**src/rtl/auth_resp_arbiter_pkg.sv**
```systemverilog
`default_nettype none
// ============================================================================
//  Module      : auth_resp_arbiter_pkg
//  Description : Shared constants, state encoding and helper function for the
//                authentication responder arbiter. The message-field codes
//                are the ones used elsewhere in the authentication fabric.
//  Revision    : 1.0 - initial release
// ============================================================================
package auth_resp_arbiter_pkg;

    // Default message width. The header occupies the top 32 bits.
    localparam int MSG_LEN_DEFAULT = 64;

    // Header field codes used when the arbiter synthesizes an ERROR reply.
    localparam logic [7:0] AUTH_PROTOCOL_VER    = 8'h01;
    localparam logic [7:0] AUTH_MSG_ERROR       = 8'h7F;
    localparam logic [7:0] AUTH_ERR_UNSPECIFIED = 8'h04;

    // One-hot state encoding for the arbiter FSM.
    localparam int SIZE_OF_STATES_ARB = 5;

    typedef enum logic [SIZE_OF_STATES_ARB-1:0] {
        ST_IDLE     = 5'b00001,
        ST_WAIT_RSP = 5'b00010,
        ST_ACK      = 5'b00100,
        ST_DELIVER  = 5'b01000,
        ST_ERR      = 5'b10000
    } arb_state_e;

    // Header of the ERROR reply: version, ERROR type, Unspecified, Param2 = 0.
    function automatic logic [31:0] auth_err_header();
        return {AUTH_PROTOCOL_VER, AUTH_MSG_ERROR, AUTH_ERR_UNSPECIFIED, 8'h00};
    endfunction

endpackage : auth_resp_arbiter_pkg
`default_nettype wire

```
**src/rtl/auth_resp_arbiter_rr_pick.sv**
```systemverilog
`default_nettype none
// ============================================================================
//  Module      : auth_resp_arbiter_rr_pick
//  Description : Combinational round-robin priority picker. Searches upward
//                from last_grant+1 (wrapping modulo NUM_REQ) and returns the
//                first requester found as a one-hot grant; all-zero when no
//                request is pending.
//  Ports       : req_valid  [NUM_REQ-1:0] - pending requests
//                last_grant [IDX_W-1:0]   - index of the previous winner
//                grant      [NUM_REQ-1:0] - one-hot winner
//  Revision    : 1.0 - initial release
// ============================================================================
module auth_resp_arbiter_rr_pick #(
    parameter int NUM_REQ = 2,
    parameter int IDX_W   = 1
) (
    input  logic [NUM_REQ-1:0] req_valid,
    input  logic [IDX_W-1:0]   last_grant,
    output logic [NUM_REQ-1:0] grant
);

    logic [IDX_W-1:0] idx;
    logic             found;

    // Offset k = 1 is checked first so the previous winner has lowest
    // priority; k = NUM_REQ wraps back to the previous winner itself.
    always_comb begin
        grant = '0;
        found = 1'b0;
        idx   = '0;
        for (int k = 1; k <= NUM_REQ; k++) begin
            idx = IDX_W'((int'(last_grant) + k) % NUM_REQ);
            if (!found && req_valid[idx]) begin
                grant[idx] = 1'b1;
                found      = 1'b1;
            end
        end
    end

endmodule : auth_resp_arbiter_rr_pick
`default_nettype wire

```
**src/rtl/auth_resp_arbiter.sv**
```systemverilog
`default_nettype none
// ============================================================================
//  Module      : auth_resp_arbiter
//  Description : Shares one authentication responder between NUM_REQ
//                requesters. Grants round-robin, presents the winner's
//                message to the responder, captures the reply, completes the
//                Ack_in handshake and returns the reply to the winner. A
//                stalled responder is timed out: an ERROR reply is returned
//                and a responder flush is requested.
//  Ports       : clk, reset (sync, active-low)
//                req_valid/req_msg/req_ready      - requester request side
//                rsp_valid/rsp_msg/rsp_ack        - requester response side
//                resp_req_in/auth_msg_resp_in     - request to the responder
//                resp_req_out/auth_msg_resp_out   - reply from the responder
//                Ack_in                           - reply accepted
//                resp_flush, timeout_err, busy    - status / control
//  Revision    : 1.0 - initial release
// ============================================================================
module auth_resp_arbiter
    import auth_resp_arbiter_pkg::*;
#(
    parameter int NUM_REQ        = 2,
    parameter int MSG_LEN        = MSG_LEN_DEFAULT,
    parameter int TIMEOUT_CYCLES = 256
) (
    input  logic                       clk,
    input  logic                       reset,
    input  logic [NUM_REQ-1:0]         req_valid,
    input  logic [NUM_REQ*MSG_LEN-1:0] req_msg,
    output logic [NUM_REQ-1:0]         req_ready,
    output logic [NUM_REQ-1:0]         rsp_valid,
    output logic [MSG_LEN-1:0]         rsp_msg,
    input  logic [NUM_REQ-1:0]         rsp_ack,
    output logic                       resp_req_in,
    output logic [MSG_LEN-1:0]         auth_msg_resp_in,
    input  logic                       resp_req_out,
    input  logic [MSG_LEN-1:0]         auth_msg_resp_out,
    output logic                       Ack_in,
    output logic                       resp_flush,
    output logic                       timeout_err,
    output logic                       busy
);

    localparam int IDX_W = (NUM_REQ > 1) ? $clog2(NUM_REQ) : 1;
    localparam int CNT_W = $clog2(TIMEOUT_CYCLES);
    localparam logic [CNT_W-1:0] CNT_LAST = CNT_W'(TIMEOUT_CYCLES - 1);

    arb_state_e          state_q, state_d;
    logic [MSG_LEN-1:0]  msg_q, msg_d;
    logic [MSG_LEN-1:0]  rsp_msg_q, rsp_msg_d;
    logic [IDX_W-1:0]    owner_q, owner_d;
    logic [IDX_W-1:0]    last_grant_q, last_grant_d;
    logic [CNT_W-1:0]    cnt_q, cnt_d;
    logic [NUM_REQ-1:0]  rsp_valid_q, rsp_valid_d;

    logic [NUM_REQ-1:0]  grant;
    logic [IDX_W-1:0]    grant_idx;
    logic [MSG_LEN-1:0]  err_msg;
    logic [NUM_REQ-1:0]  owner_onehot;

    auth_resp_arbiter_rr_pick #(
        .NUM_REQ (NUM_REQ),
        .IDX_W   (IDX_W)
    ) u_rr_pick (
        .req_valid  (req_valid),
        .last_grant (last_grant_q),
        .grant      (grant)
    );

    // One-hot grant to index, used to select the winner's message slice.
    always_comb begin
        grant_idx = '0;
        for (int i = 0; i < NUM_REQ; i++) begin
            if (grant[i]) begin
                grant_idx = IDX_W'(i);
            end
        end
    end

    // Synthesized ERROR reply: fixed header, zero payload.
    always_comb begin
        err_msg                 = '0;
        err_msg[MSG_LEN-1 -: 32] = auth_err_header();
    end

    // owner_d only changes on the IDLE grant, so in every state that can lead
    // to DELIVER it equals owner_q.
    assign owner_onehot = NUM_REQ'(1) << owner_d;

    // ------------------------------------------------------------------------
    // Next-state and output logic
    // ------------------------------------------------------------------------
    always_comb begin
        state_d      = state_q;
        msg_d        = msg_q;
        rsp_msg_d    = rsp_msg_q;
        owner_d      = owner_q;
        last_grant_d = last_grant_q;
        cnt_d        = cnt_q;
        req_ready    = '0;
        resp_req_in  = 1'b0;
        Ack_in       = 1'b0;
        resp_flush   = 1'b0;
        timeout_err  = 1'b0;

        case (state_q)
            ST_IDLE: begin
                if (|req_valid) begin
                    // reset gates the strobe so nothing looks accepted while
                    // the synchronous reset is being applied.
                    req_ready = grant & {NUM_REQ{reset}};
                    msg_d     = req_msg[int'(grant_idx)*MSG_LEN +: MSG_LEN];
                    owner_d   = grant_idx;
                    cnt_d     = '0;
                    state_d   = ST_WAIT_RSP;
                end
            end

            ST_WAIT_RSP: begin
                resp_req_in = 1'b1;
                // A reply on the terminal-count cycle still wins.
                if (resp_req_out) begin
                    rsp_msg_d = auth_msg_resp_out;
                    cnt_d     = '0;
                    state_d   = ST_ACK;
                end else if (cnt_q == CNT_LAST) begin
                    state_d = ST_ERR;
                end else begin
                    cnt_d = cnt_q + 1'b1;
                end
            end

            ST_ACK: begin
                Ack_in = 1'b1;
                if (!resp_req_out) begin
                    state_d = ST_DELIVER;
                end else if (cnt_q == CNT_LAST) begin
                    // Responder never released its valid: deliver the reply
                    // already captured and have the system flush it.
                    resp_flush = 1'b1;
                    state_d    = ST_DELIVER;
                end else begin
                    cnt_d = cnt_q + 1'b1;
                end
            end

            ST_ERR: begin
                rsp_msg_d   = err_msg;
                resp_flush  = 1'b1;
                timeout_err = 1'b1;
                state_d     = ST_DELIVER;
            end

            ST_DELIVER: begin
                // Only the owner's acknowledge closes the transaction.
                if (rsp_ack[owner_q]) begin
                    last_grant_d = owner_q;
                    state_d      = ST_IDLE;
                end
            end

            default: begin
                state_d = ST_IDLE;
            end
        endcase

        rsp_valid_d = (state_d == ST_DELIVER) ? owner_onehot : '0;
    end

    // ------------------------------------------------------------------------
    // State and data registers
    // ------------------------------------------------------------------------
    always_ff @(posedge clk) begin
        if (!reset) begin
            state_q      <= ST_IDLE;
            msg_q        <= '0;
            rsp_msg_q    <= '0;
            owner_q      <= '0;
            last_grant_q <= IDX_W'(NUM_REQ - 1);
            cnt_q        <= '0;
            rsp_valid_q  <= '0;
        end else begin
            state_q      <= state_d;
            msg_q        <= msg_d;
            rsp_msg_q    <= rsp_msg_d;
            owner_q      <= owner_d;
            last_grant_q <= last_grant_d;
            cnt_q        <= cnt_d;
            rsp_valid_q  <= rsp_valid_d;
        end
    end

    assign rsp_valid        = rsp_valid_q;
    assign rsp_msg          = rsp_msg_q;
    assign auth_msg_resp_in = msg_q;
    assign busy             = (state_q != ST_IDLE);

endmodule : auth_resp_arbiter
`default_nettype wire

```
**config.mk**
```make
export PLATFORM = sky130hd
export DESIGN_NAME = auth_resp_arbiter
export DESIGN_NICKNAME = d
export VERILOG_FILES = /design/src/rtl/auth_resp_arbiter_pkg.sv /design/src/rtl/auth_resp_arbiter_rr_pick.sv /design/src/rtl/auth_resp_arbiter.sv
export SDC_FILE = /design/constraint.sdc
export NUM_CORES = 1
export LEC_CHECK = 0
export CORE_MARGIN = 5
export CORE_UTILIZATION = 36
export DETAILED_ROUTE_END_ITERATION = 16
export GPL_ROUTABILITY_DRIVEN = 0
export MAX_ROUTING_LAYER = met4
export PLACE_DENSITY = 0.78
export SLEW_MARGIN = 20
export SYNTH_ARGS = -nofsm -noshare
export SYNTH_HDL_FRONTEND = slang
export SYNTH_HIERARCHICAL = 1
export SYNTH_SLANG_ARGS = --single-unit
```
**constraint.sdc**
```tcl
create_clock -name clk -period 1.72 [get_ports clk]
set_clock_uncertainty 0.2 [all_clocks]
set_input_delay 0.258 -clock clk [delete_from_list [all_inputs] [get_ports clk]]
set_output_delay 0.258 -clock clk [all_outputs]
set_load 0.05 [all_outputs]
```
* After elaboration in Yosys (flattened, before gate mapping)
Cells that the tools add are included.
** Storage, ports and cells
- Flip-flop bits (word level) :: 145
** Cells by class
- Eq/ne operators :: 11
- Add/sub/neg operators :: 3
- Mux-type cells :: 38
- Reduce and logical (&&, ||, !) cells :: 12
- Order comparisons :: 5
- Shift-type cells :: 2
- Bitwise logic cells :: 2
** Operators with widths (count)
- one-hot mux 64 bit (2 select lines) :: 1
- indexed part select 128 x 8 -> 64 bit :: 1
- two-way mux 64 bit :: 1
- two-way mux 8 bit :: 4
- two-way mux 5 bit :: 6
- one-hot mux 5 bit (5 select lines) :: 1
- one-hot mux 8 bit (3 select lines) :: 1
- two-way mux 1 bit :: 17
- equality test 5 x 4 -> 1 bit, second input constant :: 2
- adder 8 x 1 -> 8 bit, second input constant :: 1
- equality test 8 bit, second input constant :: 1
- two-way mux 2 bit :: 4
- AND reduction 2 bit :: 4
- < comparator 1 x 2 -> 1 bit, second input constant :: 3
- != test 2 bit, second input constant :: 3
- equality test 5 x 1 -> 1 bit, second input constant :: 1
- equality test 5 x 2 -> 1 bit, second input constant :: 1
- equality test 5 x 3 -> 1 bit, second input constant :: 1
- equality test 5 bit, second input constant :: 1
- != test 5 x 1 -> 1 bit, second input constant :: 1
- logical AND 1 bit :: 3
- AND reduction 3 bit :: 1
- nonzero test 3 bit :: 1
- adder 1 bit, second input constant :: 2
- 9 further kinds :: 11

* Longest topological paths before layout
- Depth in word-level cells :: 12
- Depth in mapped cells :: 7
- Gate-level depth less buffers :: 5

* Modules after synthesis
The synthesis kept the hierarchy.
** By module, submodules not included
- auth_resp_arbiter :: area each 6219.7 um^2, cells an instance 697, times used 1
- auth_resp_arbiter_rr_pick :: area each 18.8 um^2, cells an instance 3, times used 1

* Least setup slack after synthesis
OpenSTA, ideal clock, no wires.
- Kind :: flip-flop to output port
- Start :: reg last_grant_q
- End :: out req_ready[1]
- Data required time :: 1.262 ns
- Cell stages (with the launch flop) :: 6
- Path slack :: -0.532 ns
- Arrival time :: 1.794 ns
- Path through :: dfxtp_1 a21boi_0 clkbuf_1 buf_2 clkbuf_1 and3_1
** Between the ends
- Longest elaborated chain between the ends :: 11
- Elaborated cells between the ends (all ways) :: 25
- Those cells by class :: add/sub (2); order compare (4); mux (13); bitwise (2); reduce/logical (4)
** Ends and longest elaborated chain
- start: declaration :: RTL line auth_resp_arbiter.sv:52 : logic [IDX_W-1:0] last_grant_q, last_grant_d;
- start signal: assignment :: RTL line auth_resp_arbiter.sv:179 : last_grant_q <= IDX_W'(NUM_REQ - 1);
- start signal: assignment :: RTL line auth_resp_arbiter.sv:187 : last_grant_q <= last_grant_d;
- adder 1 bit :: RTL line auth_resp_arbiter_rr_pick.sv:32 : idx = IDX_W'((int'(last_grant) + k) % NUM_REQ);
- < comparator 1 x 2 -> 1 bit (not written as such) or greater-or-equal comparator 1 bit (tied branches) :: RTL line auth_resp_arbiter_rr_pick.sv:34 : grant[idx] = 1'b1;
- logical AND 1 bit (not written as such) :: RTL line auth_resp_arbiter_rr_pick.sv:34
- two-way mux 1 bit (not written as such) :: RTL line auth_resp_arbiter_rr_pick.sv:34
- demux 1 bit (select 1 bit)
- two-way mux 2 bit :: RTL line auth_resp_arbiter_rr_pick.sv:33 : if (!found && req_valid[idx]) begin
- OR 2 bit (no line)
- two-way mux 2 bit * :: RTL line auth_resp_arbiter_rr_pick.sv:33
- named net grant[1] :: RTL line auth_resp_arbiter.sv:56 : logic [NUM_REQ-1:0] grant;
- bitwise AND 2 bit * :: RTL line auth_resp_arbiter.sv:111 : req_ready = grant & {NUM_REQ{reset}};
- two-way mux 2 bit * :: RTL line auth_resp_arbiter.sv:108 : if (|req_valid) begin
- two-way mux 2 bit * :: RTL line auth_resp_arbiter.sv:106 : case (state_q)
- end: declaration :: RTL line auth_resp_arbiter.sv:30 : output logic [NUM_REQ-1:0] req_ready,
Mark *: on every way through the listed nets, which the timed path passes. The rest lies on a longest branch. The select of a mux whose other input is x is not followed.

* Final worst setup path
- Start :: reg state_q[3]
- End :: out req_ready[0]
** Between the ends
- Longest elaborated chain between the ends :: 2
** Ends and longest elaborated chain
- start: declaration :: RTL line auth_resp_arbiter.sv:48 : arb_state_e state_q, state_d;
- start signal: assignment :: RTL line auth_resp_arbiter.sv:183 : state_q <= state_d;
- equality test 5 x 1 -> 1 bit :: RTL line auth_resp_arbiter.sv:106
- two-way mux 2 bit :: RTL line auth_resp_arbiter.sv:106
No other way between the ends.

==> flow_metrics.env <==
export IMPL_pwr_share_clk=0.261
export IMPL_p_switching_mw=5.71
export IMPL_antenna_violating_nets_post_route=0
export IMPL_internal_power_mw=9.33
export IMPL_syn_inst=700
export IMPL_start_kind="flip-flop"
export IMPL_pre_cts_slack_ps=-446
export IMPL_slowest_stage="or3_4"
export IMPL_syn_area_per_cell_um2=8.91
export IMPL_worst_path_buf_inv=2
export IMPL_fin_setup_tns_ps=-42180
export IMPL_drt_wl_total_um=27800
export IMPL_syn_nets=900
export IMPL_peakVddDrop_mv=0.919
export IMPL_crit_chain="or3_4 > nor3_4 > buf_12 > and3_4 > buf_12"
export IMPL_route_detailed_drc=0
export IMPL_min_delay_start="reset"
export IMPL_cts_root_buf="clkbuf_16"
export IMPL_p_leak_nw=5.55
export IMPL_required_ps=1260
export IMPL_period_share=1.32
export IMPL_synth_distinct_cells=48
export IMPL_dr_pass1_iters=5
export IMPL_tritoncts="done"
export IMPL_crit_path_end_kind="primary output"
export IMPL_vias_per_cell=5.28
export IMPL_overflow=0
export IMPL_die_area_um2=20100
export IMPL_reg2reg_from="state_q[3]"
export IMPL_timing_fmax_mhz=440
export IMPL_worst_hold_path_num_cells=3
export IMPL_ios=336
export IMPL_vias=7287
export IMPL_critical_path_class="flip-flop to primary output"
export IMPL_final_layout_size_suffix_gt1_frac=0.399
export IMPL_nFillCells=1175
export IMPL_finalHoldViolations=0
export IMPL_r2r_cells=10
export IMPL_worstPathArrival_ps=1810
export IMPL_fin_crit_ps=2270
export IMPL_cpLargestDelayFamily="simple AND/OR/NAND/NOR gates"
export IMPL_finalNetCount=1337
export IMPL_grt_start_max_net_pins=45
export IMPL_power_density_nw_per_um2=1190
export IMPL_synth_warnings=6
export IMPL_fin_ws_ps=-551
export IMPL_cap_violations=0
export IMPL_final_util=0.735
export IMPL_maxSlewViolCount=0
export IMPL_combPwrFrac=0.459
export IMPL_grtUsageTotal=0.256
export IMPL_cts_sinks=145
export IMPL_die_height_um=142
export IMPL_die_width_um=142
export IMPL_insertion_delay_ps=420
export IMPL_cts_made_buffers=17
export IMPL_path_clk_slew_ps=70
export IMPL_status="finished, violations left"
export IMPL_antenna_found_initial=4
export IMPL_setup_violations_final=149
export IMPL_numPortBuffers=335
export IMPL_netSwitchingFraction=0.380
export IMPL_ys_seq_area_frac=0.465
export IMPL_avgRoutedWirePerCell_um=20.1
export IMPL_whs_ps=128
export IMPL_start_util=0.363
export IMPL_syn_to_final_growth_pct=102
export IMPL_first_global_vias=7217
export IMPL_dp_hpwl_um=17200
export IMPL_violations="negative setup slack"
export IMPL_relSlewSlack=0.717
export IMPL_netlist_area_um2=6240
export IMPL_tightest_slew_ps=424
export IMPL_core_area_um2=17200
export IMPL_min_path_type="input port to flip-flop"
export IMPL_worstPathMaxFanout=3
export IMPL_worstReg2RegEnd="auth_msg_resp_in[30]"
export IMPL_slowest_delay_ps=410
export IMPL_drt_iter0_markers=411
export IMPL_rsz0062_at_grt="yes"
export IMPL_grt_pass1_wl_um=38700
export IMPL_min_to="last_grant_q"
export IMPL_pwr_share_seq=0.281
export IMPL_crit_path_frequent_cell="buf_12"
export IMPL_r2r_setup_slack_ps=-450
export IMPL_clockBufferDepth=2
export IMPL_ys_ff_latch=145
export IMPL_row_count=48
export IMPL_cts_htree_levels=4
==> worst max path at each step <==
| stage | from | to | slack [ps] | depth (start not counted) |
|---|---|---|---|---|
| after floorplan | state_q[4] | req_ready[1] | -210 | 5 |
| after global placement | req_valid[0] | auth_msg_resp_in[52] | -400 | 8 |
| after detailed placement | req_valid[1] | cnt_q[1] | -450 | 6 |
| after CTS | state_q[3] | req_ready[0] | -630 | 5 |
| after global routing | state_q[2] | req_ready[0] | -610 | 5 |
| final | state_q[3] | req_ready[0] | -550 | 5 |
==> Yosys cell counts, drive strengths merged <==
library cell | n | share of area
mux2 | 1 | 0.0018
o221a | 1 | 0.0018
mux2i | 65 | 0.10
nor3b | 4 | 0.0048
and3 | 4 | 0.0040
a221oi | 1 | 0.0014
nand3 | 41 | 0.033
o211ai | 1 | 0.0012
nand3b | 1 | 0.0012
inv | 9 | 0.0054
clkbuf | 29 | 0.017
nor2b | 6 | 0.0060
and2 | 1 | 0.0010
nand2 | 131 | 0.079
a21oi | 59 | 0.047
nor4bb | 2 | 0.0032
o21ba | 1 | 0.0016
a31oi | 4 | 0.0040
a21boi | 5 | 0.0060
dfxtp | 145 | 0.47
or2 | 1 | 0.0010
or3b | 1 | 0.0014
or4b | 1 | 0.0016
or3 | 2 | 0.0020
buf | 30 | 0.027
xnor2 | 1 | 0.0014
ha | 1 | 0.0020
o211a | 54 | 0.087
and3b | 1 | 0.0014
o22ai | 1 | 0.0010
nor2 | 30 | 0.018
o31ai | 3 | 0.0036
o21a | 2 | 0.0024
a41oi | 1 | 0.0014
a21o | 1 | 0.0012
a211oi | 15 | 0.019
nand4 | 2 | 0.0020
o21ai | 11 | 0.0088
or4 | 2 | 0.0024
a221o | 1 | 0.0016
nand2b | 2 | 0.0020
nor3 | 26 | 0.023
==> worst register-to-register path: stages, from the launching register on <==
cell and delay, ps:
dfxtp_2 330, or3_4 410, nor3_4 180, buf_12 150
buf_4 120, buf_12 130, buf_12 160, buf_8 120
buf_16 110, nand2_2 40, o211a_1 130
==> per-layer routing <==
layer | track usage | wire, um | vias to the layer above
met2 | 0.430 | 14100 | 344
met1 | 0.271 | 10100 | 3504
li1 | - | - | 3366
met5 | - | 0 | -
met4 | 0.130 | 1170 | 0
met3 | 0.0785 | 2360 | 73
==> repair_timing <==
| action | CTS | global route |
|---|---|---|
| hold buffers | 1 | 0 |
| endpoints found under the hold margin | 1 | 0 |
| gates cloned | 19 | 5 |
| setup endpoints to repair | 151 | 152 |
| resized for setup | 77 | 158 |
| pin swaps | 17 | 36 |
| buffers inserted | 26 | 24 |
==> cell type report <==
cell class / count / area (um2) / share of cell area
tap: 225 / 282 / 0.0223
inverter: 9 / 40.0 / 0.00317
multi-input combinational: 487 / 3670 / 0.291
clock buffer: 17 / 425 / 0.0337
sequential: 145 / 2910 / 0.231
antenna: 4 / 10.0 / 0.000792
timing repair buffer: 477 / 5100 / 0.404
clock inverter: 15 / 186 / 0.0148
==> placed cells by master, fill, tap and decap left out, drive strengths merged, types with 11 or more instances in the layout <==
| master | instances |
|---|---|
| a211oi | 15 |
| a21oi | 59 |
| buf | 275 |
| clkbuf | 21 |
| clkdlybuf4s50 | 197 |
| dfxtp | 145 |
| inv | 18 |
| mux2i | 65 |
| nand2 | 131 |
| nand3 | 41 |
| nor2 | 30 |
| nor3 | 26 |
| o211a | 54 |
| o21ai | 11 |
==> kinds of logic after synthesis <==
kind of cell	count (synthesis)	synth area share
compound gates	161	0.189
fa+ha+maj	1	0.00201
mux	66	0.106
xor+xnor	1	0.00140
buf+inv	68	0.0497
flops	145	0.465
simple gates	258	0.187
==> metrics by stage <==
stage / total power, mW / instances / area (um2)
2_1_floorplan: 7.34 / 700 / 6360
3_3_place_gp: 9.23 / 1276 / 10200
3_5_place_dp: 9.30 / 1276 / 10200
4_1_cts: 14.7 / 1354 / 11900
5_1_grt: 15.6 / 1379 / 12600
6_report: 15.0 / 1379 / 12600
==> sequential cells by signal, summed over array words and instances, names as in the netlist <==
name	flops
auth_msg_resp_in	64
cnt_q	8
last_grant_q	1
owner_q	1
rsp_msg	64
rsp_valid	2
state_q	5
==> power groups by stage <==
stage / sequential [mW] / clock [mW] / combinational (mW)
floorplan: 5.80 / 0 / 1.54
global placement: 4.22 / 0 / 5.00
detailed placement: 4.24 / 0 / 5.07
CTS: 4.18 / 3.98 / 6.50
global route: 4.27 / 4.15 / 7.21
finish: 4.22 / 3.92 / 6.90
(Power assumes the default switching activity.)
